### config.mk
export PLATFORM = sky130hd
export DESIGN_NAME = rf_wb_arbiter_flat
export DESIGN_NICKNAME = d
export VERILOG_FILES = /design/src/rtl/rv_core_pkg.sv /design/src/rtl/rf_wb_arbiter_if.sv /design/src/rtl/rf_wb_grant.sv /design/src/rtl/rf_wb_arbiter.sv /design/src/flat_wrapper.sv
export SDC_FILE = /design/constraint.sdc
export NUM_CORES = 1
export LEC_CHECK = 0
export ABC_AREA = 0
export ABC_CLOCK_PERIOD_IN_PS = 2100
export BUFFER_PORTS_ARGS = -buffer_cell sky130_fd_sc_hd__buf_4
export CORE_MARGIN = 8
export CORE_UTILIZATION = 29
export DETAILED_ROUTE_END_ITERATION = 8
export HOLD_SLACK_MARGIN = 0.03
export SLEW_MARGIN = 20
export SYNTH_ARGS = -nofsm -noshare
export SYNTH_HDL_FRONTEND = slang
export SYNTH_SLANG_ARGS = --single-unit
### constraint.sdc
create_clock -name clk -period 2.1 [get_ports clk]
set_input_delay 0.315 -clock clk [delete_from_list [all_inputs] [get_ports clk]]
set_output_delay 0.315 -clock clk [all_outputs]
set_load 0.05 [all_outputs]
### src/rtl/rv_core_pkg.sv
// Shared core types for register-file writeback arbitration.
// Latency: none (types and constants only).
// Backpressure: not applicable.
// Contents: ADDR_W/DATA_W defaults, arbiter state enum, REG_ZERO index.
package rv_core_pkg;

  localparam int ADDR_W_DEF = 5;
  localparam int DATA_W_DEF = 32;

  // Register index that is hardwired to zero; writes to it are suppressed.
  localparam int REG_ZERO = 0;

  typedef enum logic {
    NORMAL = 1'b0,
    FORCE1 = 1'b1
  } arbState_t;

endpackage

### src/rtl/rf_wb_arbiter_if.sv
// Bundle of the two writeback request channels plus the register-file write port.
// Latency: none (wiring only).
// Backpressure: req*_ready driven by the arbiter; the write port never stalls.
// Ports: req0_*/req1_* valid/rd/data/ready, RegWrite/WriteRegister/WriteData, starving.
// Modports: slave = arbiter side, master = requesters + register file side.
interface rf_wb_arbiter_if
  import rv_core_pkg::*;
#(
  parameter int ADDR_W = ADDR_W_DEF,
  parameter int DATA_W = DATA_W_DEF
);

  logic              req0_valid;
  logic [ADDR_W-1:0] req0_rd;
  logic [DATA_W-1:0] req0_data;
  logic              req0_ready;

  logic              req1_valid;
  logic [ADDR_W-1:0] req1_rd;
  logic [DATA_W-1:0] req1_data;
  logic              req1_ready;

  logic              RegWrite;
  logic [ADDR_W-1:0] WriteRegister;
  logic [DATA_W-1:0] WriteData;
  logic              starving;

  modport slave (
    input  req0_valid, req0_rd, req0_data,
    input  req1_valid, req1_rd, req1_data,
    output req0_ready, req1_ready,
    output RegWrite, WriteRegister, WriteData, starving
  );

  modport master (
    output req0_valid, req0_rd, req0_data,
    output req1_valid, req1_rd, req1_data,
    input  req0_ready, req1_ready,
    input  RegWrite, WriteRegister, WriteData, starving
  );

endinterface

### src/rtl/rf_wb_grant.sv
// Combinational grant decision between the WB stage (0) and the long-latency unit (1).
// Latency: zero, purely combinational.
// Backpressure: a grant is only ever raised for a requester whose valid is high.
// Inputs: req0Valid, req1Valid, state.  Outputs: grant0, grant1 (one-hot or zero).
module rf_wb_grant
  import rv_core_pkg::*;
(
  input  logic      req0Valid,
  input  logic      req1Valid,
  input  arbState_t state,
  output logic      grant0,
  output logic      grant1
);

  // FORCE1 only overrides priority while requester 1 still wants the port;
  // otherwise the decision falls back to plain fixed priority.
  logic force1;

  assign force1 = (state == FORCE1) & req1Valid;
  assign grant0 = req0Valid & ~force1;
  assign grant1 = req1Valid & (force1 | ~req0Valid);

endmodule

### src/rtl/rf_wb_arbiter.sv
// Shares the register-file write port between the WB stage and the long-latency unit.
// Latency: one cycle from accept to RegWrite/WriteRegister/WriteData.
// Backpressure: readys are combinational; requester 1 is forced through after MAX_WAIT denials.
// Ports: clk, reset (sync, active-high), bus (rf_wb_arbiter_if.slave).
// Optional: RF_WB_ARB_PERF_EN adds conflict_cnt[31:0] and forced_cnt[15:0].
module rf_wb_arbiter
  import rv_core_pkg::*;
#(
  parameter int ADDR_W   = ADDR_W_DEF,
  parameter int DATA_W   = DATA_W_DEF,
  parameter int MAX_WAIT = 4
) (
  input  logic          clk,
  input  logic          reset,
  rf_wb_arbiter_if.slave bus
`ifdef RF_WB_ARB_PERF_EN
  ,
  output logic [31:0]   conflict_cnt,
  output logic [15:0]   forced_cnt
`endif
);

  localparam int                WAIT_W     = $clog2(MAX_WAIT + 1);
  localparam logic [WAIT_W-1:0] WAIT_LIMIT = WAIT_W'(MAX_WAIT);
  localparam logic [ADDR_W-1:0] RD_ZERO    = ADDR_W'(REG_ZERO);

  arbState_t         state;
  logic              starvingQ;
  logic [WAIT_W-1:0] waitCnt;
  logic [WAIT_W-1:0] waitNext;

  logic              grant0;
  logic              grant1;
  logic              accept0;
  logic              accept1;
  logic [ADDR_W-1:0] selRd;
  logic [DATA_W-1:0] selData;

  logic              regWriteQ;
  logic [ADDR_W-1:0] writeRegisterQ;
  logic [DATA_W-1:0] writeDataQ;

  rf_wb_grant uGrant (
    .req0Valid (bus.req0_valid),
    .req1Valid (bus.req1_valid),
    .state     (state),
    .grant0    (grant0),
    .grant1    (grant1)
  );

  // Nothing is accepted while reset is high, so a request parked across
  // reset is taken on the first cycle after it.
  assign accept0 = grant0 & ~reset;
  assign accept1 = grant1 & ~reset;

  assign bus.req0_ready = accept0;
  assign bus.req1_ready = accept1;

  assign selRd   = accept0 ? bus.req0_rd   : bus.req1_rd;
  assign selData = accept0 ? bus.req0_data : bus.req1_data;

  // Counts consecutive cycles requester 1 was valid but denied.
  always_comb begin
    waitNext = waitCnt;
    if (!bus.req1_valid || accept1) begin
      waitNext = '0;
    end else if (waitCnt != WAIT_LIMIT) begin
      waitNext = waitCnt + WAIT_W'(1);
    end
  end

  // The FORCE1 decision uses the updated count so that the forced grant lands
  // exactly MAX_WAIT cycles after requester 1 first went unserved.
  always_ff @(posedge clk) begin
    if (reset) begin
      state     <= NORMAL;
      starvingQ <= 1'b0;
      waitCnt   <= '0;
    end else begin
      waitCnt <= waitNext;
      case (state)
        NORMAL: begin
          if (waitNext == WAIT_LIMIT) begin
            state     <= FORCE1;
            starvingQ <= 1'b1;
          end
        end
        FORCE1: begin
          if (!bus.req1_valid || accept1) begin
            state     <= NORMAL;
            starvingQ <= 1'b0;
          end
        end
        default: begin
          state     <= NORMAL;
          starvingQ <= 1'b0;
        end
      endcase
    end
  end

  // x0 writes are granted but never reach the register file; the port
  // keeps showing the last real write in that case.
  always_ff @(posedge clk) begin
    if (reset) begin
      regWriteQ      <= 1'b0;
      writeRegisterQ <= '0;
      writeDataQ     <= '0;
    end else begin
      regWriteQ <= 1'b0;
      if ((accept0 || accept1) && (selRd != RD_ZERO)) begin
        regWriteQ      <= 1'b1;
        writeRegisterQ <= selRd;
        writeDataQ     <= selData;
      end
    end
  end

  assign bus.RegWrite      = regWriteQ;
  assign bus.WriteRegister = writeRegisterQ;
  assign bus.WriteData     = writeDataQ;
  assign bus.starving      = starvingQ;

`ifdef RF_WB_ARB_PERF_EN
  always_ff @(posedge clk) begin
    if (reset) begin
      conflict_cnt <= '0;
      forced_cnt   <= '0;
    end else begin
      if (bus.req0_valid && bus.req1_valid) begin
        conflict_cnt <= conflict_cnt + 32'd1;
      end
      if ((state == FORCE1) && accept1 && (forced_cnt != 16'hFFFF)) begin
        forced_cnt <= forced_cnt + 16'd1;
      end
    end
  end
`endif

endmodule

### src/flat_wrapper.sv
// flat-port wrapper written by rule: the top's interface ports become plain ports
module rf_wb_arbiter_flat import rv_core_pkg::*;
#(
  parameter int ADDR_W   = ADDR_W_DEF,
  parameter int DATA_W   = DATA_W_DEF,
  parameter int MAX_WAIT = 4
)
  (clk, reset, bus_req0_valid, bus_req0_rd, bus_req0_data, bus_req1_valid, bus_req1_rd, bus_req1_data, bus_req0_ready, bus_req1_ready, bus_RegWrite, bus_WriteRegister, bus_WriteData, bus_starving);
  rf_wb_arbiter_if #(.ADDR_W(ADDR_W), .DATA_W(DATA_W)) bus_i ();
  input  logic clk;
  input  logic reset;
  input wire logic [$bits(bus_i.req0_valid)-1:0] bus_req0_valid;
  input wire logic [$bits(bus_i.req0_rd)-1:0] bus_req0_rd;
  input wire logic [$bits(bus_i.req0_data)-1:0] bus_req0_data;
  input wire logic [$bits(bus_i.req1_valid)-1:0] bus_req1_valid;
  input wire logic [$bits(bus_i.req1_rd)-1:0] bus_req1_rd;
  input wire logic [$bits(bus_i.req1_data)-1:0] bus_req1_data;
  output wire logic [$bits(bus_i.req0_ready)-1:0] bus_req0_ready;
  output wire logic [$bits(bus_i.req1_ready)-1:0] bus_req1_ready;
  output wire logic [$bits(bus_i.RegWrite)-1:0] bus_RegWrite;
  output wire logic [$bits(bus_i.WriteRegister)-1:0] bus_WriteRegister;
  output wire logic [$bits(bus_i.WriteData)-1:0] bus_WriteData;
  output wire logic [$bits(bus_i.starving)-1:0] bus_starving;
  assign bus_i.req0_valid = bus_req0_valid;
  assign bus_i.req0_rd = bus_req0_rd;
  assign bus_i.req0_data = bus_req0_data;
  assign bus_i.req1_valid = bus_req1_valid;
  assign bus_i.req1_rd = bus_req1_rd;
  assign bus_i.req1_data = bus_req1_data;
  assign bus_req0_ready = bus_i.req0_ready;
  assign bus_req1_ready = bus_i.req1_ready;
  assign bus_RegWrite = bus_i.RegWrite;
  assign bus_WriteRegister = bus_i.WriteRegister;
  assign bus_WriteData = bus_i.WriteData;
  assign bus_starving = bus_i.starving;
  rf_wb_arbiter #(.ADDR_W(ADDR_W), .DATA_W(DATA_W), .MAX_WAIT(MAX_WAIT)) u_core (.clk(clk), .reset(reset), .bus(bus_i));
endmodule
==> impl_metrics.yaml <==
run_status:
  status: "completed"
placement:
  port_buffers: 118
  hpwl_mm: 4.862
  globalplace.congestion: 0.8135
power_and_ir_drop:
  switchingPower_w: 0.0007771
  power_density_nw_per_um2: 702.2
  seq_power_share: 0.396
  clkPwrFrac: 0.280
  comb_power_share: 0.324
  p_sw_frac: 0.3292
  ir_drop_uv: 459.1
  p_leak_nw: 1.660
  internal-power_w: 0.001584
setup_path:
  cp.buffers_inverters: 2
  critPathKind: "flip-flop to output port"
  critical_path_arrival_ns: 1.41
  crit_required_ns: 1.78
  crit_fanout: 6
  cp-start-kind: "flip-flop"
  path_depth: 5
  r2r_end: "u_core.bus.WriteData[12]$_SDFFE_PP0P_"
  regToRegSetupSlack_ns: 0.49
  crit_slowest_cell: "dfxtp_1"
  end_kind: "output port"
  crit_end: "bus_req1_ready"
  cp_cell_sequence: "nand2_1, nand2_2, inv_1, nor2_1, buf_4"
  timing.rr.start: "u_core.state$_SDFF_PP0_"
  max_stage_delay_ns: 0.36
  critPathTopFamily: "simple AND/OR/NAND/NOR gates"
  reg2regPathDepth: 5
  startpoint: "u_core.state$_SDFF_PP0_"
clocking:
  cts.reportedPaths.clkPinSlew_ns: 0.08
  cts.sinks: 43
  htree_levels: 2
  cts_setup_buffers: 0
  clock_path_buffers: 2
  insertion_delay_ns: 0.29
  cts_root_buf: "clkbuf_8"
  cts_buffers: 5
  cts_tree: "done"
  postCtsHoldBufs: 0
  cts_resized: 0
die:
  rows: 32
  dieWidth_um: 104.5
  initial_utilization: 0.2973
  dieArea_um2: 10930
  core_area_um2: 7647
  dieHeight_um: 104.5
  io_pins: 119
logic_synthesis:
  synth_xor_area_frac: 0
  synth_top_area_cell: "dfxtp_1"
  yosys_warnings: 0
  synth-simple-area-share: 0.1772
  synth-compound-area-share: 0.08255
  synth_cells: 223
  synth_top_area_frac: 0.3786
  synth_nets: 303
  ys_seq_area_frac: 0.3786
  syn_area_um2: 2273
  ys_async_sr_fraction: 0
  synth_top_family_by_area: "multiplexers"
  synth-adder-area-share: 0.01101
  synth_area_leaders: "dfxtp_1, mux2i_1, nand2b_1, buf_6, inv_1"
  ys.flop_type: "dfxtp_1"
  syn_avg_cell_area_um2: 10.19
  ys_ff_latch: 43
  yosysUniqueCellTypes: 37
  synth_edf_count: 0
  muxShareOfSynthArea: 0.2950
timing:
  tightestPinTransition_ns: 0.3804
  rsz0062_at_grt: "false"
  fin_tns_setup_ns: 0
  hold_viol_final: 0
  whs_ns: 0.2976
  skew_ns: 0.008236
  setup_viol: 0
  min_period_ns: 1.723
  slew_headroom: 0.7464
  slew_violations: 0
  max_freq_mhz: 580.5
  finalCritPeriodShare: 0.8204
flow_run:
  drv_cap: 0
finish:
  drive_gt1_frac: 0.4047
  syn2layout_area_growth_pct: 47.88
  final_net_count: 420
  diodes: 0
worst_hold_path:
  hold_class: "primary input to flip-flop"
  worst_hold_path.num_cells: 3
route:
  drt-initial-drc-count: 51
  drc: 0
  viasPerCell: 4.521
  wl_per_cell_um: 14.13
  dr.pass1.iters: 4
  ant_nets: 0
  vias: 2003
  wl_mm: 6.259
grt:
  grt_usage: 0.1133
  antenna_found_initial: 0
  grt_pass1_wl_mm: 10.38
  grt_max_degree: 42
  overflow: 0
  first_global_vias: 2098
[synthesized netlist by cell type (2+ instances only)]
| library cell | instances |
|---|---|
| mux2i_1 | 67 |
| dfxtp_1 | 43 |
| nand2b_1 | 32 |
| inv_1 | 11 |
| nor2_1 | 8 |
| o21ai_0 | 6 |
| nor3_1 | 5 |
| buf_6 | 4 |
| clkbuf_1 | 4 |
| a21oi_1 | 3 |
| or3_1 | 3 |
| a211oi_1 | 2 |
| a21boi_0 | 2 |
| buf_2 | 2 |
| buf_4 | 2 |
| ha_1 | 2 |
| nand2_1 | 2 |
| nor3b_1 | 2 |
| o221ai_1 | 2 |
| o311ai_1 | 2 |
| o32ai_1 | 2 |
| or4_1 | 2 |
[cell type report]
cell class / instances / area (um^2)
clock buffers: 6 / 82.58
repair buffers: 122 / 928.4
clock inverters: 2 / 35.03
flip-flops and latches: 43 / 860.8
well taps: 102 / 127.6
multi-input cells: 157 / 1286
inverters: 11 / 41.29
fillers: 751 / 4285
[worst register-to-register path, stage by stage, from the launching register on]
cell and delay [ns]:
dfxtp_1 0.36, and2_1 0.32, nor4_4 0.09, a211oi_4 0.25, buf_12 0.27, mux2i_1 0.26
[flip-flops by register name, indices dropped and copies added, names as in the netlist]
register and flops:
u_core.bus.starving 1, u_core.bus.RegWrite 1, u_core.state 1, u_core.bus.WriteData 32
u_core.bus.WriteRegister 5, u_core.waitCnt 3
[power by group through the flow]
stage / clock (W) / combinational [W] / sequential [W]
after floorplan: 0 / 0.000213 / 0.00122
after global placement: 0 / 0.000770 / 0.000953
after detailed placement: 0 / 0.000775 / 0.000954
after CTS: 0.000692 / 0.000776 / 0.000937
after global routing: 0.000726 / 0.000813 / 0.000947
final: 0.000660 / 0.000765 / 0.000935
[worst min-delay path by stage]
stage / start / endpoint
after floorplan: u_core.waitCnt[0]$_SDFF_PP0_ / u_core.state$_SDFF_PP0_
after global placement: u_core.bus.WriteData[22]$_SDFFE_PP0P_ / u_core.bus.WriteData[22]$_SDFFE_PP0P_
after detailed placement: u_core.bus.WriteData[10]$_SDFFE_PP0P_ / u_core.bus.WriteData[10]$_SDFFE_PP0P_
after CTS: bus_req0_data[6] / u_core.bus.WriteData[6]$_SDFFE_PP0P_
after global routing: bus_req1_data[24] / u_core.bus.WriteData[24]$_SDFFE_PP0P_
final: bus_req0_data[18] / u_core.bus.WriteData[18]$_SDFFE_PP0P_
[through the flow]
step | utilization | setup slack [ns] | instance area (um^2) | total power, W | std cells
2_1_floorplan | - | 0.01577 | 2273 | 0.001434 | 223
3_3_place_gp | 0.4242 | 0.3112 | 3244 | 0.001723 | 435
3_5_place_dp | 0.4242 | 0.3043 | 3244 | 0.001730 | 435
6_report | 0.4396 | 0.3772 | 3362 | 0.002361 | 443
5_1_grt | 0.4396 | 0.2274 | 3362 | 0.002487 | 443
4_1_cts | 0.4396 | 0.3692 | 3362 | 0.002405 | 443
[cell usage in the layout (no fill, tap or decap), types with 2 or more instances in the layout]
master    instances
a211oi_1          2
a21boi_0          2
a21oi_1           3
buf_4           121
clkbuf_8          6
dfxtp_1          43
ha_1              2
inv_1            11
mux2i_1          67
nand2_1           2
nand2b_1         32
nor2_1            8
nor3_1            5
nor3b_1           2
o21ai_0           6
o221ai_1          2
o311ai_1          2
o32ai_1           2
or3_1             3
or4_1             2
[routing by layer]
metal / share of wire / track usage / wire, um / up-vias
met5: 0 / 0 / 0 / -
met4: 0.0088 / 0.02482 / 55 / 0
met3: 0.073 / 0.04423 / 454 / 6
met2: 0.44 / 0.1781 / 2768 / 80
met1: 0.48 / 0.1428 / 2981 / 894
li1: - / - / - / 1023
[logic make-up after synthesis]
family / Yosys count
compound gates: 24
fa+ha+maj: 2
buf+inv: 23
flops: 43
mux: 67
simple gates: 64
(Power assumes the default switching activity.)
